==> src/rtl/seg_scan_mux_if.sv <==
// seg_scan_mux_if: bundles the scan driver's data inputs and display-pin
// outputs so the formatting logic and the pin driver connect with one port.
//
// Signals:
//   seg_in      7*NUM_DIGITS  segment pattern per digit, digit k at [7k+6:7k]
//   dp_in       NUM_DIGITS    decimal point per digit, already in pin polarity
//   digit_en    NUM_DIGITS    1 = digit displayed, 0 = slot kept but dark
//   brightness  4             duty level 0..15
//   blink_mask  NUM_DIGITS    digits that blink (only with SEG_SCAN_BLINK_EN)
//   an          NUM_DIGITS    anode select, one-hot asserted or all inactive
//   sseg        7             shared segment bus
//   dp          1             shared decimal point
//   frame_tick  1             one-cycle pulse per completed scan
//
// Modports: master = producer of the patterns (drives inputs, sees pins),
//           slave  = the scan driver itself.
// Optional feature macro: SEG_SCAN_BLINK_EN adds blink_mask.
interface seg_scan_mux_if #(
  parameter int NUM_DIGITS = 4
);
  logic [7*NUM_DIGITS-1:0] seg_in;
  logic [NUM_DIGITS-1:0]   dp_in;
  logic [NUM_DIGITS-1:0]   digit_en;
  logic [3:0]              brightness;
`ifdef SEG_SCAN_BLINK_EN
  logic [NUM_DIGITS-1:0]   blink_mask;
`endif
  logic [NUM_DIGITS-1:0]   an;
  logic [6:0]              sseg;
  logic                    dp;
  logic                    frame_tick;

`ifdef SEG_SCAN_BLINK_EN
  modport master (
    output seg_in, dp_in, digit_en, brightness, blink_mask,
    input  an, sseg, dp, frame_tick
  );
  modport slave (
    input  seg_in, dp_in, digit_en, brightness, blink_mask,
    output an, sseg, dp, frame_tick
  );
`else
  modport master (
    output seg_in, dp_in, digit_en, brightness,
    input  an, sseg, dp, frame_tick
  );
  modport slave (
    input  seg_in, dp_in, digit_en, brightness,
    output an, sseg, dp, frame_tick
  );
`endif
endinterface

==> src/rtl/seg_scan_mux.sv <==
// seg_scan_mux: time-multiplexed seven-segment scan driver.
// Each digit owns a slot of REFRESH_DIV clocks. The first GUARD_CYCLES of a
// slot are blanked to stop ghosting from the previous digit; the lit part of
// the slot is further shortened by a 16-level brightness duty. The digit's
// pattern, dp and enable are captured at slot start so mid-slot changes on
// the inputs never tear the displayed digit.
//
// Ports:
//   clk    system clock
//   reset  asynchronous, active-high reset
//   bus    seg_scan_mux_if.slave (seg_in, dp_in, digit_en, brightness in;
//          an, sseg, dp, frame_tick out)
//
// Optional feature macro: SEG_SCAN_BLINK_EN adds parameter BLINK_FRAMES and
// the interface input blink_mask; blinking digits are dark every other
// BLINK_FRAMES frames.
module seg_scan_mux #(
  parameter int NUM_DIGITS     = 4,
  parameter int REFRESH_DIV    = 100000,
  parameter int GUARD_CYCLES   = 2,
  parameter bit AN_ACTIVE_LOW  = 1'b1,
  parameter bit SEG_ACTIVE_LOW = 1'b1
`ifdef SEG_SCAN_BLINK_EN
  ,
  parameter int BLINK_FRAMES   = 32
`endif
) (
  input logic           clk,
  input logic           reset,
  seg_scan_mux_if.slave bus
);

  localparam int CNT_W = $clog2(REFRESH_DIV);
  localparam int IDX_W = (NUM_DIGITS > 1) ? $clog2(NUM_DIGITS) : 1;
  // Wide enough for 16*REFRESH_DIV, so the duty product never overflows.
  localparam int ON_W  = CNT_W + 5;

  localparam logic [CNT_W-1:0]      CNT_LAST = CNT_W'(REFRESH_DIV - 1);
  localparam logic [IDX_W-1:0]      IDX_LAST = IDX_W'(NUM_DIGITS - 1);
  localparam logic [ON_W-1:0]       GUARD    = ON_W'(GUARD_CYCLES);
  localparam logic [ON_W-1:0]       DIV      = ON_W'(REFRESH_DIV);
  localparam logic [NUM_DIGITS-1:0] AN_OFF   = {NUM_DIGITS{AN_ACTIVE_LOW}};
  localparam logic [6:0]            SEG_OFF  = {7{SEG_ACTIVE_LOW}};
  localparam logic                  DP_OFF   = SEG_ACTIVE_LOW;

  logic [CNT_W-1:0] cnt;
  logic [IDX_W-1:0] idx;
  logic             slot_start;
  logic             slot_end;
  logic             frame_end;

  assign slot_start = (cnt == '0);
  assign slot_end   = (cnt == CNT_LAST);
  assign frame_end  = slot_end && (idx == IDX_LAST);

  // ---- stage p0: slot timing (cnt within slot, idx = digit being scanned)
  always_ff @(posedge clk or posedge reset) begin
    if (reset) begin
      cnt <= '0;
      idx <= '0;
    end else if (slot_end) begin
      cnt <= '0;
      idx <= (idx == IDX_LAST) ? '0 : idx + IDX_W'(1);
    end else begin
      cnt <= cnt + CNT_W'(1);
    end
  end

  logic [6:0] live_seg;
  logic       live_dp;
  logic       live_en;

  assign live_seg = bus.seg_in[7*idx +: 7];
  assign live_dp  = bus.dp_in[idx];

`ifdef SEG_SCAN_BLINK_EN
  localparam int BF_W = (BLINK_FRAMES > 1) ? $clog2(BLINK_FRAMES) : 1;
  localparam logic [BF_W-1:0] BF_LAST = BF_W'(BLINK_FRAMES - 1);

  logic [BF_W-1:0] frame_cnt;
  logic            blink_off;

  always_ff @(posedge clk or posedge reset) begin
    if (reset) begin
      frame_cnt <= '0;
      blink_off <= 1'b0;
    end else if (frame_end) begin
      if (frame_cnt == BF_LAST) begin
        frame_cnt <= '0;
        blink_off <= ~blink_off;
      end else begin
        frame_cnt <= frame_cnt + BF_W'(1);
      end
    end
  end

  // A blinking digit in its off phase is captured exactly as if disabled.
  assign live_en = bus.digit_en[idx] & ~(blink_off & bus.blink_mask[idx]);
`else
  assign live_en = bus.digit_en[idx];
`endif

  // ---- stage p0: slot capture (pattern, dp, enable per slot; brightness per frame)
  logic [6:0] cap_seg;
  logic       cap_dp;
  logic       cap_en;
  logic [3:0] bright_lat;

  always_ff @(posedge clk or posedge reset) begin
    if (reset) begin
      cap_seg    <= SEG_OFF;
      cap_dp     <= DP_OFF;
      cap_en     <= 1'b0;
      bright_lat <= 4'hF;
    end else if (slot_start) begin
      cap_seg <= live_seg;
      cap_dp  <= live_dp;
      cap_en  <= live_en;
      if (idx == '0) begin
        bright_lat <= bus.brightness;
      end
    end
  end

  // The capture registers only become valid one clock into the slot, so the
  // cnt==0 cycle reads the live inputs that are being captured in it. This
  // keeps GUARD_CYCLES=0 correct without an extra pipeline stage.
  logic [6:0]            cur_seg;
  logic                  cur_dp;
  logic                  cur_en;
  logic [3:0]            cur_bright;
  logic [ON_W-1:0]       on_prod;
  logic [ON_W-1:0]       on_time;
  logic [ON_W-1:0]       cnt_w;
  logic                  active;
  logic [NUM_DIGITS-1:0] onehot;
  logic [NUM_DIGITS-1:0] an_sel;

  assign cur_seg    = slot_start ? live_seg : cap_seg;
  assign cur_dp     = slot_start ? live_dp  : cap_dp;
  assign cur_en     = slot_start ? live_en  : cap_en;
  assign cur_bright = (slot_start && (idx == '0)) ? bus.brightness : bright_lat;

  assign on_prod = (ON_W'(cur_bright) + ON_W'(1)) * DIV;
  assign on_time = on_prod >> 4;
  assign cnt_w   = ON_W'(cnt);

  // on_time <= GUARD leaves this empty: digit simply stays dark.
  assign active  = (cnt_w >= GUARD) && (cnt_w < on_time) && cur_en;

  assign onehot  = NUM_DIGITS'(1) << idx;
  assign an_sel  = AN_ACTIVE_LOW ? ~onehot : onehot;

  // ---- stage p1: registered pin drive
  logic [NUM_DIGITS-1:0] an_p1;
  logic [6:0]            sseg_p1;
  logic                  dp_p1;
  logic                  ft_p1;

  always_ff @(posedge clk or posedge reset) begin
    if (reset) begin
      an_p1   <= AN_OFF;
      sseg_p1 <= SEG_OFF;
      dp_p1   <= DP_OFF;
      ft_p1   <= 1'b0;
    end else begin
      if (active) begin
        an_p1   <= an_sel;
        sseg_p1 <= cur_seg;
        dp_p1   <= cur_dp;
      end else begin
        an_p1   <= AN_OFF;
        sseg_p1 <= SEG_OFF;
        dp_p1   <= DP_OFF;
      end
      ft_p1 <= frame_end;
    end
  end

  assign bus.an         = an_p1;
  assign bus.sseg       = sseg_p1;
  assign bus.dp         = dp_p1;
  assign bus.frame_tick = ft_p1;

endmodule

==> src/flat_wrapper.sv <==
// flat-port wrapper written by rule: the top's interface ports become plain ports
module seg_scan_mux_flat 
#(
  parameter int NUM_DIGITS     = 4,
  parameter int REFRESH_DIV    = 100000,
  parameter int GUARD_CYCLES   = 2,
  parameter bit AN_ACTIVE_LOW  = 1'b1,
  parameter bit SEG_ACTIVE_LOW = 1'b1

)
  (clk, reset, bus_seg_in, bus_dp_in, bus_digit_en, bus_brightness, bus_an, bus_sseg, bus_dp, bus_frame_tick);
  seg_scan_mux_if #(.NUM_DIGITS(NUM_DIGITS)) bus_i ();
  input logic clk;
  input logic reset;
  input wire logic [$bits(bus_i.seg_in)-1:0] bus_seg_in;
  input wire logic [$bits(bus_i.dp_in)-1:0] bus_dp_in;
  input wire logic [$bits(bus_i.digit_en)-1:0] bus_digit_en;
  input wire logic [$bits(bus_i.brightness)-1:0] bus_brightness;
  output wire logic [$bits(bus_i.an)-1:0] bus_an;
  output wire logic [$bits(bus_i.sseg)-1:0] bus_sseg;
  output wire logic [$bits(bus_i.dp)-1:0] bus_dp;
  output wire logic [$bits(bus_i.frame_tick)-1:0] bus_frame_tick;
  assign bus_i.seg_in = bus_seg_in;
  assign bus_i.dp_in = bus_dp_in;
  assign bus_i.digit_en = bus_digit_en;
  assign bus_i.brightness = bus_brightness;
  assign bus_an = bus_i.an;
  assign bus_sseg = bus_i.sseg;
  assign bus_dp = bus_i.dp;
  assign bus_frame_tick = bus_i.frame_tick;
  seg_scan_mux #(.NUM_DIGITS(NUM_DIGITS), .REFRESH_DIV(REFRESH_DIV), .GUARD_CYCLES(GUARD_CYCLES), .AN_ACTIVE_LOW(AN_ACTIVE_LOW), .SEG_ACTIVE_LOW(SEG_ACTIVE_LOW)) u_core (.clk(clk), .reset(reset), .bus(bus_i));
endmodule
==> config.mk <==
export PLATFORM = sky130hd
export DESIGN_NAME = seg_scan_mux_flat
export DESIGN_NICKNAME = d
export VERILOG_FILES = /design/src/rtl/seg_scan_mux_if.sv /design/src/rtl/seg_scan_mux.sv /design/src/flat_wrapper.sv
export SDC_FILE = /design/constraint.sdc
export NUM_CORES = 1
export LEC_CHECK = 0
export CORE_ASPECT_RATIO = 0.6
export CORE_MARGIN = 2
export CORE_UTILIZATION = 49
export DETAILED_ROUTE_END_ITERATION = 16
export PLACE_DENSITY = 0.88
export SLEW_MARGIN = 40
export SYNTH_ARGS = -nofsm -noshare
export SYNTH_HDL_FRONTEND = slang
export SYNTH_SLANG_ARGS = --single-unit
==> constraint.sdc <==
create_clock -name clk -period 5.6 [get_ports clk]
set_input_delay 1.12 -clock clk [delete_from_list [all_inputs] [get_ports clk]]
set_output_delay 1.12 -clock clk [all_outputs]
set_load 0.02 [all_outputs]
==> flow_summary.yaml <==
status:
  status: "finished clean"
power_and_ir_drop:
  ir_worst_vdd_v: 0.000124
  netSwitchingFraction_pct: 31.4
  power.share.combinational_pct: 39.0
  seqPwrFrac_pct: 32.6
  p_switching_w: 0.000331
  clkPwrFrac_pct: 28.5
  p_per_area_nw_per_um2: 211
  internal_power_w: 0.000724
  power_leakage_nw: 2.22
detailed_routing:
  drcViolationCount: 0
  vias: 3101
  viasPerCell: 5.69
  final_antenna_net_count: 0
  dr.pass1.iters: 4
  drt-initial-drc-count: 214
  wl_um: 10200
  wl_per_cell_um: 18.7
synthesis:
  synth.distinct_cells: 46
  yosys_warnings: 0
  synthArstFlopShare_pct: 100
  synthMuxAreaShare_pct: 8.97
  ys_seq_elements: 45
  syn-instance-count: 340
  synth_top_area_share_pct: 18.6
  synth-simple-area-share_pct: 17.3
  yosysSeqAreaShare_pct: 34.1
  syn-num-nets: 433
  synth_area_leaders: "dfstp_2 (19%), ha_1 (18%), dfrtp_1 (15%)"
  yosys.area_share.adder_pct: 19.0
  synth_edf_count: 0
  synth_xor_area_share_pct: 6.46
  synth_compound_area_share_pct: 10.4
  ys_dominant_reg_cell: "dfstp_2"
  synth_top_family_by_area: "adder cells"
  synth_area_um2: 3390
  yosysTopAreaCell: "dfstp_2"
  syn_avg_cell_area_um2: 9.97
clock_network:
  ctsHoldBuffers: 0
  clock_path_buffers: 2
  clk_pin_slew_ns: 0.07
  cts_sinks: 45
  root_buffer: "clkbuf_16"
  numCtsBuffers: 5
  insertion_delay_ns: 0.29
  cts_tree: "done"
  cts_htree_levels: 2
finish:
  diodes: 0
  layout.cells.most_common: "buf_4"
  final_cells: 545
  final_cell_mix: "buf_4 (63), clkdlybuf4s50_1 (51), ha_1 (37)"
  drive_gt1_share_pct: 36.5
  fill_cells: 453
  regArea_um2: 1160
  syn_to_final_growth_pct: 47.3
  stdcell_area_um2: 5000
  multiInputGateArea_um2: 2470
  fin_nets: 550
timing:
  post-route-period-util_pct: 97.6
  finalHoldViolCount: 0
  fmax_mhz: 183
  slew_headroom_pct: 62.4
  drv_slew: 0
  tightest_slew_ns: 0.564
  fin_skew_ns: 0.00855
  period_needed_ns: 5.47
  setup_viol: 0
critical_path:
  rr_worst_depth: 27
  critPathLaunchType: "flip-flop"
  cp.required_ns: 5.84
  crit_fanout: 6
  r2r_slack_ns: 0.13
  cp-end-kind: "flip-flop"
  crit_type: "flip-flop to flip-flop"
  worstPathArrival_ns: 5.71
global_routing:
  antenna_found_initial: 0
  grt_pass1_wl_um: 15200
  grt_usage_pct: 25.7
  overflow: 0
  grt_max_degree: 46
  grt_pass1_vias: 3159
placement:
  placed_area_um2: 4360
  placed_cells: 521
  gp_congestion: 0.891
  hpwl_um: 7260
  portBuffers: 54
floorplanning:
  fp.dieH_um: 68.4
  die-area_um2: 7620
  die_w_um: 111
  placement_rows: 23
  core_area_um2: 6680
  start_util_pct: 50.8
  ios: 55
hold_path:
  holdPathStages: 2
  hp-class: "flip-flop to flip-flop"
job:
  drv_cap: 0
Yosys cell counts, types with 3 or more instances:
cell and number:
a31oi_1 3, buf_2 4, buf_4 3, or2_1 12
nand3_1 14, mux4_2 9, a21o_1 4, xnor2_1 9
nand4_1 7, dfrtp_1 21, nand2_1 31, o21ai_0 16
ha_1 50, nor3_1 4, dfstp_2 24, nor2b_1 7
a211oi_1 3, a21oi_1 15, inv_1 20, xor2_1 16
mux2_2 9, nor2_1 25
metal layers:
metal	global-route usage, %	share of wire [%]
met2	47.3	49
met4	5.25	2.1
met5	0	0
met1	32.3	43
met3	5.14	5.7
cells by family (layout without fill, tap and decap cells):
| group | after synthesis | in the layout |
|---|---|---|
| other cells | 1 | 1 |
| xor+xnor | 25 | 25 |
| buf+inv | 29 | 147 |
| simple gates | 116 | 116 |
| flops | 45 | 45 |
| compound gates | 55 | 55 |
| mux | 18 | 18 |
| fa+ha+maj | 51 | 51 |
worst paths after layout:
check	start	endpoint
worst max-delay path	u_core.cnt[10]$_DFF_PP0_	u_core.bus.sseg[5]$_DFF_PP1_
worst max register to register	u_core.cnt[10]$_DFF_PP0_	u_core.bus.sseg[5]$_DFF_PP1_
worst min register to register	u_core.bright_lat[3]$_DFFE_PP1N_	u_core.bright_lat[3]$_DFFE_PP1N_
worst min-delay path	u_core.bright_lat[3]$_DFFE_PP1N_	u_core.bright_lat[3]$_DFFE_PP1N_
min in group asynchronous	reset	u_core.cnt[16]$_DFF_PP0_
max in group asynchronous	reset	u_core.cnt[11]$_DFF_PP0_
power groups by stage:
stage                     Sequential [W]  Combinational, W  Clock (W)
after floorplan                 0.000353          0.000184          0
after global placement          0.000348          0.000302          0
after detailed placement        0.000349          0.000322          0
after CTS                       0.000343          0.000358   0.000303
after global routing            0.000344          0.000443   0.000318
final                           0.000344          0.000411   0.000300
through the flow:
step	TNS, ns	hold WS [ns]	power, W	setup WS [ns]	utilization, %
2_1_floorplan	0	0.449	0.000537	0.0178	-
3_3_place_gp	-2.71	0.459	0.000650	-0.228	65.3
3_5_place_dp	-7.17	0.494	0.000671	-0.609	65.3
4_1_cts	0	0.505	0.00100	0.00207	69.5
5_1_grt	-0.713	0.540	0.00111	-0.0775	74.8
6_report	0	0.498	0.00105	0.133	74.8
layout make-up:
class / count / area share [%]
Tap cell: 87 / 2.18
Inverter: 20 / 1.50
Multi-Input combinational cell: 266 / 49.5
Clock inverter: 3 / 0.401
Clock buffer: 5 / 2.50
Timing Repair Buffer: 119 / 20.8
Sequential cell: 45 / 23.1
worst max-delay path, cell delays in order, from the launching register on:
cell and delay [ns]:
dfrtp_1 0.39, nor4_2 0.39, and4_4 0.32, and2_4 0.21
nand2_4 0.07, nand2_4 0.08, ha_4 0.17, xor2_4 0.20
buf_6 0.15, ha_1 0.25, xor2_1 0.19, ha_1 0.35
ha_4 0.29, o21ai_0 0.10, o21ai_1 0.22, a21oi_2 0.10
nor2b_1 0.12, nor2_1 0.06, xor2_1 0.15, ha_1 0.32
nand2_2 0.06, o21ai_2 0.16, a41o_1 0.16, o2111ai_2 0.13
o21bai_4 0.18, a221oi_2 0.30, buf_4 0.19, or2_1 0.11
repair_timing:
item / CTS / global route
buffers inserted: 1 / 14
pin swaps: 9 / 29
resized for setup: 24 / 49
gates cloned: 1 / 0
setup endpoints to repair: 12 / 12
sequential cells by signal, summed over array words and instances, names as in the netlist:
register,flops
u_core.cnt,17
u_core.bus.sseg,7
u_core.cap_seg,7
u_core.bright_lat,4
u_core.bus.an,4
u_core.idx,2
u_core.bus.dp,1
u_core.bus.frame_tick,1
u_core.cap_dp,1
u_core.cap_en,1
Note: power is estimated with default switching activity, not from simulation.
